--- config.mk ---
export PLATFORM = sky130hd
export DESIGN_NAME = piso_tx
export DESIGN_NICKNAME = d
export VERILOG_FILES = /design/src/rtl/piso_tx.sv
export SDC_FILE = /design/constraint.sdc
export NUM_CORES = 1
export LEC_CHECK = 0
export BUFFER_PORTS_ARGS = -buffer_cell sky130_fd_sc_hd__clkbuf_2
export CAP_MARGIN = 30
export CORE_UTILIZATION = 46
export DETAILED_ROUTE_END_ITERATION = 10
export GPL_TIMING_DRIVEN = 0
export PLACE_DENSITY = 0.79
export SYNTH_ARGS = -nofsm -noshare
export SYNTH_HDL_FRONTEND = slang
export SYNTH_SLANG_ARGS = --single-unit
--- constraint.sdc ---
create_clock -name clk -period 1.46 [get_ports clk]
set_clock_uncertainty 0.1 [all_clocks]
set_input_delay 0.365 -clock clk [delete_from_list [all_inputs] [get_ports clk]]
set_output_delay 0.365 -clock clk [all_outputs]
set_load 0.1 [all_outputs]
--- src/rtl/piso_tx.sv ---
// piso_tx: parallel-in / serial-out transmitter with valid/ready load handshake.
// Latency: first serial bit on sdo one cycle after the handshake edge.
//   Back-to-back frames follow each other with no gap.
// Backpressure: load_ready is high in IDLE and on the frame's final cycle only.
//   An offered word is held off (not captured) while load_ready is low.
// Optional feature: define PISO_TX_PARITY_EN to append one even-parity bit per
//   frame. The frame is then WIDTH+1 cycles long, and eof and load_ready move
//   to the parity cycle.
//
// Ports:
//   clk        : clock; all state changes on its rising edge.
//   rst        : asynchronous active-low reset.
//   load_valid : a parallel word is offered.
//   load_data  : the parallel word; captured only on the handshake.
//   load_ready : the block accepts a word this cycle.
//   sdo        : serial data bit; a flop output.
//   sdo_b      : complement of sdo.
//   sdo_valid  : sdo carries a frame bit.
//   sof        : high on the first bit of a frame.
//   eof        : high on the last bit of a frame.
module piso_tx #(
  parameter int WIDTH     = 8,
  parameter int MSB_FIRST = 1
) (
  input  logic             clk,
  input  logic             rst,
  input  logic             load_valid,
  input  logic [WIDTH-1:0] load_data,
  output logic             load_ready,
  output logic             sdo,
  output logic             sdo_b,
  output logic             sdo_valid,
  output logic             sof,
  output logic             eof
);

  localparam int              CW       = (WIDTH > 2) ? $clog2(WIDTH) : 1;
  localparam int              OUT_IDX  = (MSB_FIRST != 0) ? WIDTH - 1 : 0;
  localparam logic [CW-1:0]   CNT_LAST = CW'(WIDTH - 1);

`ifdef PISO_TX_PARITY_EN
  typedef enum logic [1:0] {IDLE, SHIFT, PARITY} state_t;
`else
  typedef enum logic [0:0] {IDLE, SHIFT} state_t;
`endif

  state_t           state_q, state_d;
  logic [WIDTH-1:0] shreg_q, shreg_d;
  logic [CW-1:0]    cnt_q,   cnt_d;
`ifdef PISO_TX_PARITY_EN
  logic             parity_q, parity_d;
`endif

  logic last_bit;
  logic handshake;

  // cnt_q is the index of the bit currently on sdo.
  assign last_bit  = (state_q == SHIFT) && (cnt_q == CNT_LAST);
  assign handshake = load_valid && load_ready;

  // The shift register is cleared whenever the block returns to IDLE. This
  // lets sdo come straight off a flop and still read 0 while idle.
  assign sdo       = shreg_q[OUT_IDX];
  assign sdo_b     = ~shreg_q[OUT_IDX];
  assign sdo_valid = (state_q != IDLE);
  assign sof       = (state_q == SHIFT) && (cnt_q == '0);

`ifdef PISO_TX_PARITY_EN
  assign eof        = (state_q == PARITY);
  assign load_ready = (state_q == IDLE) || (state_q == PARITY);
`else
  assign eof        = last_bit;
  assign load_ready = (state_q == IDLE) || last_bit;
`endif

  always_comb begin
    state_d = state_q;
    shreg_d = shreg_q;
    cnt_d   = cnt_q;
`ifdef PISO_TX_PARITY_EN
    parity_d = parity_q;
`endif
    case (state_q)
      IDLE: begin
        if (handshake) begin
          state_d = SHIFT;
          shreg_d = load_data;
          cnt_d   = '0;
`ifdef PISO_TX_PARITY_EN
          parity_d = ^load_data;
`endif
        end
      end
      SHIFT: begin
        if (!last_bit) begin
          if (MSB_FIRST != 0) shreg_d = {shreg_q[WIDTH-2:0], 1'b0};
          else                shreg_d = {1'b0, shreg_q[WIDTH-1:1]};
          cnt_d = cnt_q + CW'(1);
        end else begin
          cnt_d = '0;
`ifdef PISO_TX_PARITY_EN
          // Park the parity bit in the output position for one cycle.
          state_d          = PARITY;
          shreg_d          = '0;
          shreg_d[OUT_IDX] = parity_q;
`else
          if (handshake) begin
            state_d = SHIFT;
            shreg_d = load_data;
          end else begin
            state_d = IDLE;
            shreg_d = '0;
          end
`endif
        end
      end
`ifdef PISO_TX_PARITY_EN
      PARITY: begin
        cnt_d = '0;
        if (handshake) begin
          state_d  = SHIFT;
          shreg_d  = load_data;
          parity_d = ^load_data;
        end else begin
          state_d = IDLE;
          shreg_d = '0;
        end
      end
`endif
      default: begin
        state_d = IDLE;
        shreg_d = '0;
        cnt_d   = '0;
      end
    endcase
  end

  always_ff @(posedge clk or negedge rst) begin
    if (!rst) begin
      state_q <= IDLE;
      shreg_q <= '0;
      cnt_q   <= '0;
`ifdef PISO_TX_PARITY_EN
      parity_q <= 1'b0;
`endif
    end else begin
      state_q <= state_d;
      shreg_q <= shreg_d;
      cnt_q   <= cnt_d;
`ifdef PISO_TX_PARITY_EN
      parity_q <= parity_d;
`endif
    end
  end

endmodule
==> run summary, run 1 <==
The total of endpoints with negative setup slack in the final report is 17. The relative slew slack is 0.786. At the end of routability-driven placement, the weighted congestion stood at 0.729. The met1 routing resource usage after global routing is 0.322. The minimum setup slack in the final design came out at -508 ps. In the layout the commonest cells are sky130_fd_sc_hd__dfrtp_1 (10), sky130_fd_sc_hd__inv_1 (9), sky130_fd_sc_hd__clkbuf_2 (9), sky130_fd_sc_hd__mux2i_1 (8), sky130_fd_sc_hd__nand3_1 (8). In this run the clock root is driven by a sky130_fd_sc_hd__clkbuf_4. The number of clock buffers added by TritonCTS is 3. The number of max-capacitance violations reported is 0. The static leakage power is 0.000522 uW.

The overall power consumption is 2580 uW. In the routed layout, each cell is associated on average with a via count of 5.58. The number of different library cells in the post-synthesis netlist came out at 18. The CTS clock-pin slew for the worst setup and hold paths came out at 90 ps. The final critical-path share of the clock period is 1.35. The kind of end point of the critical path is an output port. The per-instance average area after synthesis is 11.5 sq um. The cell area after placement is 877 sq um. The detail route stage leaves a number of antenna-violating nets equal to 0. The count of pins on the block boundary came out at 17. The number of diodes is 0. The number of global-route vias before repair came out at 604. The run finished, with violations left.

The TritonCTS clock tree is built. The share of cells above drive strength 1 is 0.556. Setup repair after global routing could not meet its margin everywhere. Data on the critical path is required at its endpoint by 1000 ps.

The largest stage delay on the critical path is 410 ps. The most crowded layer after global routing is met2. The core region area is 1380 sq um.

The effective utilization at floorplan is 0.525. The net count after synthesis is 77. For this run, global-route usage on met3 was measured as 0.0391. The clock passes through at most 2 buffers. In this run, synthesis produced a sequential element count of 12. The first-pass iteration count of the detailed router is 4. The maximum clock rate is 508 MHz.

The worst register-to-register path has a depth of 7. The routed wire length came out at 1.85 mm. The number of clock sinks seen by CTS is 12. The total number of H-tree levels came out at 1. The die extent in x came out at 41.7 microns.

The finished cells cover 1140 sq um. In this run the most critical hold path is launched from load_data[0]. At the end of the flow the core is filled with cells to 0.828. The highest fanout seen on the critical path came out at 3. The max-slew violation count is 0. The worst-skew pair later-pin latency came out at 280 ps. The filler cell count came out at 67.

The wire length of the first global-routing pass is 3.00 mm. The cell area after synthesis is 726 sq um. Tracing the worst setup path back leads to its startpoint at cnt_q[0]$_DFFE_PN0P_. Across all layers, the routed design uses 586 vias.

The number of hold-slack violations in the final timing report was 0. At the placement stage, the worst setup path has a slack of -553 ps. The violation count after the first detailed-routing iteration came out at 13. In the final design database the tool counted 105 nets.

Entering global routing, the biggest net connects 13 pins. The total number of yosys warnings came out at 0. The areal power density over the cells came out at 2250 nW/um^2. The floorplan has 13 rows. The number of cells traversed by the worst hold path is 3. The gate count of the mapped netlist is 63. The signal on the critical path passes through ha_2, ha_4, nor2b_4, inv_8, clkbuf_16. Across every metal layer, demand over resource in global routing totals 0.233. The final reports fail on setup timing.

The sequential fraction of the synthesis area is 0.414. In this run the critical register-to-register path is launched from cnt_q[0]$_DFFE_PN0P_. STA classifies the critical path startpoint as a flip-flop. The global-route track usage on met2 came out at 0.384. The die is 41.7 microns tall. After detailed routing, the average wire length per cell comes to 17.6 microns. The count of buffers added on input and output ports is 15. The total die area came out at 1740 sq um. The HPWL after detailed placement is 1.12 mm.

The post-route minimum period is 1970 ps. The data arrival time of the critical path came out at 1500 ps. The number of placed instances, taps included, is 93. The worst supply voltage drop on vdd came out at 1560 uV. The slew at the pin with the worst max-slew slack came out at 322 ps.

For this run, design rule violations remaining after detail routing come to 0. The library cell used most frequently in the layout, excluding fill and tap cells, is sky130_fd_sc_hd__dfrtp_1. The path class of the tightest hold or removal check is input pin to flip-flop.

The number of non-filler instances in the completed layout is 105. Summed over all layers, the global routing overflow is 0. The area growth from synthesis to layout is 57.8%. The worst setup path is of the flip-flop to output port kind. The initial antenna violation count was 0. On the critical path, the stage with the largest delay is an instance of sky130_fd_sc_hd__dfrtp_1.
## layer usage
layer  vias to the layer above  share of wire
met1                       286           0.43
met2                        25           0.53
li1                        275              -
met4                         0              0
met3                         0          0.036
met5                         -              0
## sequential cells by signal (all words and copies together) (netlist names)
name and cells:
sdo_valid 1, cnt_q 3, shreg_q 8
## Yosys cell counts (all sizes together)
cell / count / area, sq um
a22o: 2 / 17.5
and2: 1 / 6.26
buf: 4 / 47.5
dfrtp: 12 / 300
ha: 3 / 37.5
inv: 11 / 43.8
mux2: 1 / 11.3
mux2i: 8 / 80.1
nand2: 1 / 3.75
nand2b: 1 / 6.26
nand3: 8 / 40.0
nor2: 2 / 7.51
nor2b: 1 / 13.8
o21ai: 1 / 5.00
o221ai: 7 / 105
## cell type report
| type | count | area, sq um | area share |
|---|---|---|---|
| well taps | 15 | 18.8 | 0.0164 |
| multi-input cells | 36 | 398 | 0.348 |
| clock buffers | 4 | 36.3 | 0.0317 |
| repair buffers | 24 | 285 | 0.249 |
| flip-flops and latches | 12 | 308 | 0.269 |
| plain buffers | 3 | 46.3 | 0.0404 |
| inverters | 11 | 52.6 | 0.0459 |
## path summary, 6_finish.rpt
path,end,slack (ps)
worst min register to register,shreg_q[0]$_DFFE_PN0P_,460
worst max-delay path,load_ready,-510
worst max register to register,shreg_q[6]$_DFFE_PN0P_,-230
min in group asynchronous,cnt_q[0]$_DFFE_PN0P_,440
worst min-delay path,shreg_q[0]$_DFFE_PN0P_,250
max in group asynchronous,sdo_valid$_DFF_PN0_,540
## power breakdown
group          internal (uW)  switching (uW)  leakage (uW)  total [uW]
Sequential               466             118      0.000151         584
Clock                    152             122     0.0000210         274
Combinational            795             929      0.000350        1720
## logic make-up after synthesis
| kind of cell | share of synthesized area |
|---|---|
| adder cells (fa/ha/maj) | 0.0517 |
| multiplexers | 0.126 |
| buffers and inverters | 0.126 |
| flip-flops | 0.414 |
| AND/OR/NAND/NOR | 0.107 |
| AO/OA/AOI/OAI | 0.176 |
## critical path: cells and delay by family, from the launching register on
family	cells	cell delay (ps)
buf+inv	2	230
fa+ha+maj	2	400
simple gates	1	190
flops	1	410
## through the flow
step / TNS [ps] / hold slack [ps]
final: -3120 / 246
after detailed placement: -1740 / 170
after global routing: -3710 / 244
after global placement: -1350 / 167
after CTS: -2020 / 238
after floorplan: -1140 / -30.6
## timing repair
action,in CTS,in global routing
setup buffers,5,3
endpoints found under the hold margin,12,0
endpoints found under the setup margin,15,15
pin swaps,3,1
resized for setup,19,8
hold buffers,1,0
(Power assumes the default switching activity.)
==> run 2: changes to the inputs <==
--- a/config.mk
+++ b/config.mk
@@ -7,10 +7,11 @@
 export LEC_CHECK = 0
 export BUFFER_PORTS_ARGS = -buffer_cell sky130_fd_sc_hd__clkbuf_2
 export CAP_MARGIN = 30
-export CORE_UTILIZATION = 46
+export CORE_UTILIZATION = 51
 export DETAILED_ROUTE_END_ITERATION = 10
+export GPL_ROUTABILITY_DRIVEN = 1
 export GPL_TIMING_DRIVEN = 0
-export PLACE_DENSITY = 0.79
+export PLACE_DENSITY = 0.82
 export SYNTH_ARGS = -nofsm -noshare
 export SYNTH_HDL_FRONTEND = slang
 export SYNTH_SLANG_ARGS = --single-unit
==> constraint.sdc (replaced) <==
create_clock -name clk -period 1.9 [get_ports clk]
set_clock_uncertainty 0.1 [all_clocks]
set_input_delay 0.475 -clock clk [delete_from_list [all_inputs] [get_ports clk]]
set_output_delay 0.475 -clock clk [all_outputs]
set_load 0.1 [all_outputs]
==> run 2 against run 1 <==
Against the previous run: the run still ends with setup timing left; sequential power shrank 27%; non-clock buffer count increased by 1; via count up 0.34%; register-to-register slack better by 600 ps; setup slack gained 370 ps; cell count increased by 0.95%; global-route usage is 2.5 points higher; first-iteration DRC count fell by 31%; cell area down 9.7%; flip-flop and latch count did not move; routed wire length is 13% lower; largest cell class unchanged; largest power group unchanged; highest routed layer is now met4.
==> run summary, run 2 (synthesis gave the netlist of run 1 again) <==
The critical path is of the flip-flop to output port type. The count of unresolved DRC violations after routing is 0. The kind of end point of the critical path is an output port.

The root buffer cell is sky130_fd_sc_hd__clkbuf_4. The total number of nets in the final design came out at 106. The number of clock sinks seen by CTS came out at 12.

The count of pins on the block boundary is 17. The worst path in the final design needs a cycle of 2040 ps, including I/O delays and setup. The post-placement setup slack is -238 ps. In this run the number of H-tree levels came out at 1.

Data arrives at the worst endpoint at 1460 ps. The areal power density over the cells came out at 1730 nW/um^2. At the pin with the least slew margin, the transition time is 547 ps.

The path class of the tightest hold or removal check is input pin to flip-flop. The count of placed standard cells including taps came out at 93. The total of endpoints with negative setup slack in the final report is 3. The filler cell count is 81.

The met1 layer wirelength in the final routing is 734 microns. The first-pass iteration count of the detailed router is 4. The effective utilization at floorplan came out at 0.551. Setup slack on the critical path of the routed design comes to -138 ps. The overall via count from detail_route came out at 588. The total area inside the core boundary comes to 1320 sq um. The largest net degree at the start of global routing is 13. The TritonCTS clock tree is built. For the worst-skew pair, the clock arrives at the later sink with an insertion delay of 290 ps.

For this design, the slowest cell found on the critical path is sky130_fd_sc_hd__dfrtp_1. The worst supply voltage drop on vdd came out at 1160 uV. Ranked by flip-flop count, first place goes to shreg_q.

The max-slew violation count came out at 0. TritonCTS created 3 clock buffers. Walking the worst path, the cells encountered are ha_2, ha_4, nor2b_4, inv_6, clkbuf_16. The synthesis-to-finish area growth is 42.4%. The static leakage power came out at 0.000475 uW. The largest stage delay on the critical path came out at 410 ps. The die span in y came out at 39.7 microns.

The total die area came out at 1580 sq um. The floorplan step set the die width to 39.7 microns. The wire length of the first global-routing pass is 2.57 mm. The violation count after the first detailed-routing iteration is 9. After legalization and detailed placement, the total HPWL measured 968 microns.

Measured against its own limit, the worst slew margin works out to 0.637. The total global-route track usage came out at 0.257. The flow ran to the end, but the final reports show violations. The maximum clock rate came out at 491 MHz. The final weighted congestion of routability-driven global placement is 0.739.

The average via count per standard cell came out at 5.55. The flop-to-flop setup slack is 370 ps. The initialized floorplan defines 13 standard-cell rows. Measured in cells, the most critical reg-to-reg path has a length of 6. The highest fanout seen on the critical path came out at 4.

The number of diodes is 0. The number of max-capacitance violations reported came out at 0. The leftover overflow at the end of global routing came out at 0. The number of hold-slack violations in the final timing report came out at 0. The library cell used most frequently in the layout, excluding fill and tap cells, is sky130_fd_sc_hd__clkbuf_2. The final hold slack came out at 358 ps. The count of port buffers added during placement came out at 15.

The routed length per instance is 15.2 microns. The CTS clock-pin slew for the worst setup and hold paths came out at 80 ps. The worst setup path is launched from a flip-flop. The final reports fail on setup timing. The highest signal layer in the routed design is met4.

The met2 wire length is 761 microns. The number of global-route vias before repair came out at 590. The required time of the critical path is 1320 ps. The routed wire length is 1.61 mm. The register with the most flip-flops in the layout has 8 of them. The number of cells traversed by the worst hold path came out at 3.

The routed length on met3 came out at 74 microns. The final critical-path share of the clock period is 1.07. The number of non-filler instances in the completed layout came out at 106.

In the layout the commonest cells are sky130_fd_sc_hd__clkbuf_2 (12), sky130_fd_sc_hd__dfrtp_1 (10), sky130_fd_sc_hd__mux2i_1 (8), sky130_fd_sc_hd__nand3_1 (8). Setup repair after global routing could not meet its margin everywhere. The share of cells above drive strength 1 came out at 0.560. The clock tree buffer depth came out at 2. The residual antenna-violating net count after detailed routing came out at 0. The initial antenna violation count is 0.
## run 2: routing by layer
metal,track usage,up-vias
met5,0,-
li1,-,280
met3,0.0511,5
met1,0.336,286
met4,0.155,0
met2,0.385,17
## run 2: cell type report
type                    instances  area, sq um  share of cell area
plain buffers                   3         38.8              0.0375
multi-input cells              36          374               0.362
flip-flops and latches         12          305               0.295
inverters                      11         55.1              0.0533
well taps                      15         18.8              0.0182
clock buffers                   4         26.3              0.0254
repair buffers                 25          215               0.208
## run 2: report_power, final
| group | total, uW | switching [uW] | internal [uW] |
|---|---|---|---|
| sequential | 427 | 72.9 | 355 |
| combinational | 1180 | 677 | 503 |
| clock | 176 | 93.9 | 81.7 |
| total | 1780 | 844 | 939 |
## run 2: final timing paths
kind / startpoint / endpoint
setup / recovery: cnt_q[1]$_DFFE_PN0P_ / load_ready
hold / removal: load_data[6] / shreg_q[6]$_DFFE_PN0P_
setup reg to reg: cnt_q[1]$_DFFE_PN0P_ / cnt_q[0]$_DFFE_PN0P_
hold reg to reg: shreg_q[6]$_DFFE_PN0P_ / shreg_q[7]$_DFFE_PN0P_
max in group asynchronous: rst / sdo_valid$_DFF_PN0_
min in group asynchronous: rst / shreg_q[6]$_DFFE_PN0P_
## run 2: timing repair
action,4_1_cts,5_1_grt
endpoints found under the setup margin,3,3
hold buffers,1,0
hold endpoints to repair,12,0
buffers inserted,7,2
pin swaps,1,3
resized for setup,12,13
## run 2: critical path, delay by kind of cell, from the launching register on
kind | cells | cell delay [ps]
DFF | 1 | 410
adders and majority gates | 2 | 380
buffers and inverters | 2 | 230
and+or+nand+nor | 1 | 160
## run 2: per-stage QoR
step / cell area, sq um / TNS [ps] / power [uW] / utilization
after detailed placement: 837 / -404 / 1270 / 0.635
final: 1030 / -347 / 1780 / 0.784
after CTS: 983 / -519 / 1640 / 0.746
after floorplan: 743 / -258 / 1140 / -
after global routing: 1030 / -448 / 1880 / 0.784
after global placement: 837 / -389 / 1250 / 0.635
